==> src/rtl/led_matrix_scanner.sv <==
// Row-multiplexed 6x6 LED matrix driver. A pending/display buffer pair prevents tearing.
// Each row slot begins with a blanking interval to suppress ghosting.
module led_matrix_scanner #(
    parameter int unsigned ROWS         = 6,
    parameter int unsigned COLS         = 6,
    parameter int unsigned SCAN_DIV     = 50000,
    parameter int unsigned BLANK_CYCLES = 500
) (
    input  logic                 clock,
    input  logic                 restart,
    input  logic [ROWS*COLS-1:0] frame,
    input  logic                 frame_valid,
    input  logic                 enable,
    output logic [ROWS-1:0]      row_sel,
    output logic [COLS-1:0]      col_n,
    output logic                 frame_done,
    output logic [2:0]           db_row
);

    localparam int unsigned CntW = (SCAN_DIV > 1) ? $clog2(SCAN_DIV) : 1;
    localparam int unsigned RowW = (ROWS > 1) ? $clog2(ROWS) : 1;

    localparam logic [CntW-1:0] CntLast   = CntW'(SCAN_DIV - 1);
    localparam logic [CntW-1:0] BlankLast = CntW'(BLANK_CYCLES - 1);
    localparam logic [RowW-1:0] RowLast   = RowW'(ROWS - 1);

    typedef enum logic [1:0] {
        StIdle,
        StBlank,
        StDrive
    } state_e;

    state_e                state_q, state_d;
    logic [RowW-1:0]       row_q, row_d;
    logic [CntW-1:0]       cnt_q, cnt_d;
    logic [ROWS*COLS-1:0]  disp_q, disp_d;
    logic [ROWS*COLS-1:0]  pending_q, pending_d;
    logic                  pend_flag_q, pend_flag_d;

    logic last_cycle;
    logic swap;

    assign last_cycle = (state_q == StDrive) && (cnt_q == CntLast) && (row_q == RowLast);
    assign swap       = last_cycle && enable;

    always_ff @(posedge clock or posedge restart) begin
        if (restart) begin
            state_q     <= StIdle;
            row_q       <= '0;
            cnt_q       <= '0;
            disp_q      <= '0;
            pending_q   <= '0;
            pend_flag_q <= 1'b0;
        end else begin
            state_q     <= state_d;
            row_q       <= row_d;
            cnt_q       <= cnt_d;
            disp_q      <= disp_d;
            pending_q   <= pending_d;
            pend_flag_q <= pend_flag_d;
        end
    end

    // Scan sequencing: the counter runs across BLANK and DRIVE within one row slot.
    always_comb begin
        state_d = state_q;
        row_d   = row_q;
        cnt_d   = cnt_q;
        if (!enable) begin
            state_d = StIdle;
            row_d   = '0;
            cnt_d   = '0;
        end else begin
            unique case (state_q)
                StIdle: begin
                    state_d = StBlank;
                    row_d   = '0;
                    cnt_d   = '0;
                end
                StBlank: begin
                    cnt_d = cnt_q + CntW'(1);
                    if (cnt_q == BlankLast) begin
                        state_d = StDrive;
                    end
                end
                StDrive: begin
                    if (cnt_q == CntLast) begin
                        state_d = StBlank;
                        cnt_d   = '0;
                        row_d   = (row_q == RowLast) ? '0 : row_q + RowW'(1);
                    end else begin
                        cnt_d = cnt_q + CntW'(1);
                    end
                end
                default: begin
                    state_d = StIdle;
                    row_d   = '0;
                    cnt_d   = '0;
                end
            endcase
        end
    end

    // A strobe on the swap edge lands in pending after the old pending moves to display.
    always_comb begin
        disp_d      = disp_q;
        pending_d   = pending_q;
        pend_flag_d = pend_flag_q;
        if (swap && pend_flag_q) begin
            disp_d      = pending_q;
            pend_flag_d = 1'b0;
        end
        if (frame_valid) begin
            pending_d   = frame;
            pend_flag_d = 1'b1;
        end
    end

    always_comb begin
        row_sel = '0;
        col_n   = '1;
        if (state_q == StDrive) begin
            for (int r = 0; r < int'(ROWS); r++) begin
                if (row_q == RowW'(r)) begin
                    row_sel[r] = 1'b1;
                    col_n      = ~disp_q[r*COLS +: COLS];
                end
            end
        end
    end

    assign frame_done = last_cycle;
    assign db_row     = 3'(row_q);

endmodule

==> config.mk <==
export PLATFORM = sky130hd
export DESIGN_NAME = led_matrix_scanner
export DESIGN_NICKNAME = d
export VERILOG_FILES = /design/src/rtl/led_matrix_scanner.sv
export SDC_FILE = /design/constraint.sdc
export NUM_CORES = 1
export LEC_CHECK = 0
export BUFFER_PORTS_ARGS = -buffer_cell sky130_fd_sc_hd__buf_2
export CAP_MARGIN = 25
export CELL_PAD_IN_SITES_DETAIL_PLACEMENT = 0
export CELL_PAD_IN_SITES_GLOBAL_PLACEMENT = 2
export CORE_MARGIN = 4
export CORE_UTILIZATION = 39
export DETAILED_ROUTE_END_ITERATION = 10
export PLACE_DENSITY_LB_ADDON = 0.1
export SLEW_MARGIN = 10
export SYNTH_ARGS = -nofsm -noshare
export SYNTH_HDL_FRONTEND = slang
export SYNTH_SLANG_ARGS = --single-unit
==> constraint.sdc <==
create_clock -name clock -period 3.18 [get_ports clock]
set_input_delay 0.477 -clock clock [delete_from_list [all_inputs] [get_ports clock]]
set_output_delay 0.477 -clock clock [all_outputs]
set_load 0.1 [all_outputs]
==> metrics.txt <==
status finished, final reports clean; vias in the first global route 2,899; worst-skew pair later-pin latency 340 ps; Initial DRT Pass Iterations 4; Lkg Pwr 0.00225 uW; Synth area leaders dfrtp_1 (54%), mux2_2 (20%), mux2i_1 (3.2%); max cap viols 0; Buffers on Ports 55; PwrDens 536 mW/mm2; Fmax achieved 335 MHz; Hold WS 234 ps; final slew viol count 0; share of cells above drive strength 1 42.2%; Peak VDD IR 0.248 mV; Worst EP required 2700 ps; Crit-path slowest cell or4_2; most common cell in the netlist dfrtp_1; Hold Crit Class input port to async pin; CP max FO 6; Worst setup EP type primary output; Setup-failing EPs final 0; Least-Margin Pin Slew 858 ps; Post-DP HPWL 6210 um; CTS tree yes; initial antenna violation count 0; number of synthesized flops with an enable pin 0; area grow syn2layout 17.3%; Vias 2,781; Fillers 1,028; grt total ovfl 0; relative max-transition margin 42.8%; CP startpoint kind flip-flop; synth unique cells 44; sequential area share after synthesis 53.5%; Synth area leader dfrtp_1; row count 38; DIE WIDTH 114 um; IO Pins 56; number of warning messages in the yosys log 0; final core utilization 47.2%; syn_nets 391; Post-Route WL 9050 um; Final Hold Viols 0; DIE AREA 0.0130 mm2; Root Buffer clkbuf_16; CP Cell Sequence ha_1, nand4_1, or4_2, nor2_2, clkbuf_4; post-route ant nets 0; Setup Skew 6.20 ps; H-tree depth 3; die height 114 um; Commonest cells post-synth dfrtp_1 (94), mux2_2 (77), nor2_1 (18), mux2i_1 (14), nand3_1 (10); Design Area, Final 0.00516 mm2; Worst Path Buf+Inv 1; Remaining DRCs 0; dpl cell area 0.00484 mm2; Yosys top cell area share 53.5%; ANT cells 0; dominant synthesized flop cell dfrtp_1; Post-synth ARST share 100%; gpl congestion 0.706; Post-Syn Instances 345; nets 439; Tmin final 2990 ps; Iter 0 DRT Violations 127; routed vias/inst 5.17; worst endpoint data arrival time 2510 ps; Worst-path clk slew 70 ps; mapped cell area 0.00440 mm2; CTS buffer count 9; Yosys reg bits 94; routed wire length per instance 16.8 um; clock sinks 94; Max stage delay on crit path 730 ps; Period Utilization, post-route 94.0%; Hold Buf Count CTS 0; setup ws final 191 ps; clock tree buffer depth 2; total track usage 15.2%; Initial Util 40.2%; Place WS 470 ps; first-pass GRT wire length 15,300 um; CP top delay family simple AND/OR/NAND/NOR gates; Synth Area per Inst 12.7 um2; pin count of the biggest net entering global routing 95; CORE AREA 0.0109 mm2; Setup CP Type flip-flop to primary output
==> registers in the layout, summed over array words and instances, names as in the netlist <==
signal	cells
pend_flag_q	1
db_row	3
pending_q	36
disp_q	36
cnt_q	16
state_q	2
==> cells in the final DEF, fill, tap and decap left out, drive strengths merged, types with 3 or more instances in the layout <==
cell      n
nor4b     3
clkbuf   13
or3       3
nand4     9
mux2i    14
nand3    10
mux2     78
o21ai     9
nor2b     3
inv       7
xnor2     8
and2      4
nor4      4
o2bb2ai   6
dfrtp    94
buf      57
nand2     9
a21oi     3
ha        6
nor3      5
nor2     18
a22oi     6
xor2      5
==> where the power goes <==
group	internal (uW)	switching [uW]	total (uW)
combinational	129	207	335
clock	675	450	1130
sequential	1260	49.0	1310
total	2060	706	2770
==> worst register-to-register path: stages (launching register included) <==
cell and delay [ps]:
dfrtp_2 590, nor2b_1 580, nand3_1 340, nor3_4 280, buf_12 260, mux2_2 380
==> metrics by stage <==
stage               power [uW]  std cells  TNS [ps]
finish                    2770        538         0
global route              2920        538     -3.64
CTS                       2820        538         0
detailed placement        1670        522         0
global placement          1670        522         0
floorplan                 1580        345     -1560
==> path summary, 6_finish.rpt <==
| path | start | endpoint | slack [ps] | depth (start not counted) |
|---|---|---|---|---|
| max | cnt_q[0] | frame_done | 190 | 5 |
| min | restart | disp_q[5] | 230 | 3 |
| max reg2reg | db_row[0] | disp_q[33] | 640 | 5 |
| min reg2reg | pending_q[29] | disp_q[29] | 500 | 1 |
| max in group asynchronous | restart | db_row[0] | 2540 | 3 |
| min in group clock | frame[33] | pending_q[33] | 360 | 2 |
==> routing by layer <==
layer,routed length [um],global-route usage (%),vias up
met5,0,0,-
met4,125,5.23,0
met3,343,3.59,8
met2,4140,23.0,37
met1,4430,21.3,1398
li1,-,-,1338
==> layout make-up <==
type,instances,area [um2],share of cell area (%)
timing repair buffer,58,325,6.31
clock inverter,4,53.8,1.04
multi-input combinational,222,1950,37.8
sequential,94,2360,45.7
clock buffer,12,267,5.17
tap,140,175,3.40
inverter,8,31.3,0.606
==> cells by family after synthesis <==
| group | synth area share (%) |
|---|---|
| compound gates | 5.63 |
| xor+xnor | 2.59 |
| fa+ha+maj | 1.71 |
| buf+inv | 3.24 |
| flops | 53.5 |
| mux | 23.2 |
| simple gates | 10.2 |
==> what timing repair did <==
item	CTS	global route
endpoints found under the setup margin	0	1
setup buffers	0	0
endpoints found under the hold margin	0	0
gates resized for setup	0	1
Note: power is estimated with default switching activity, not from simulation.
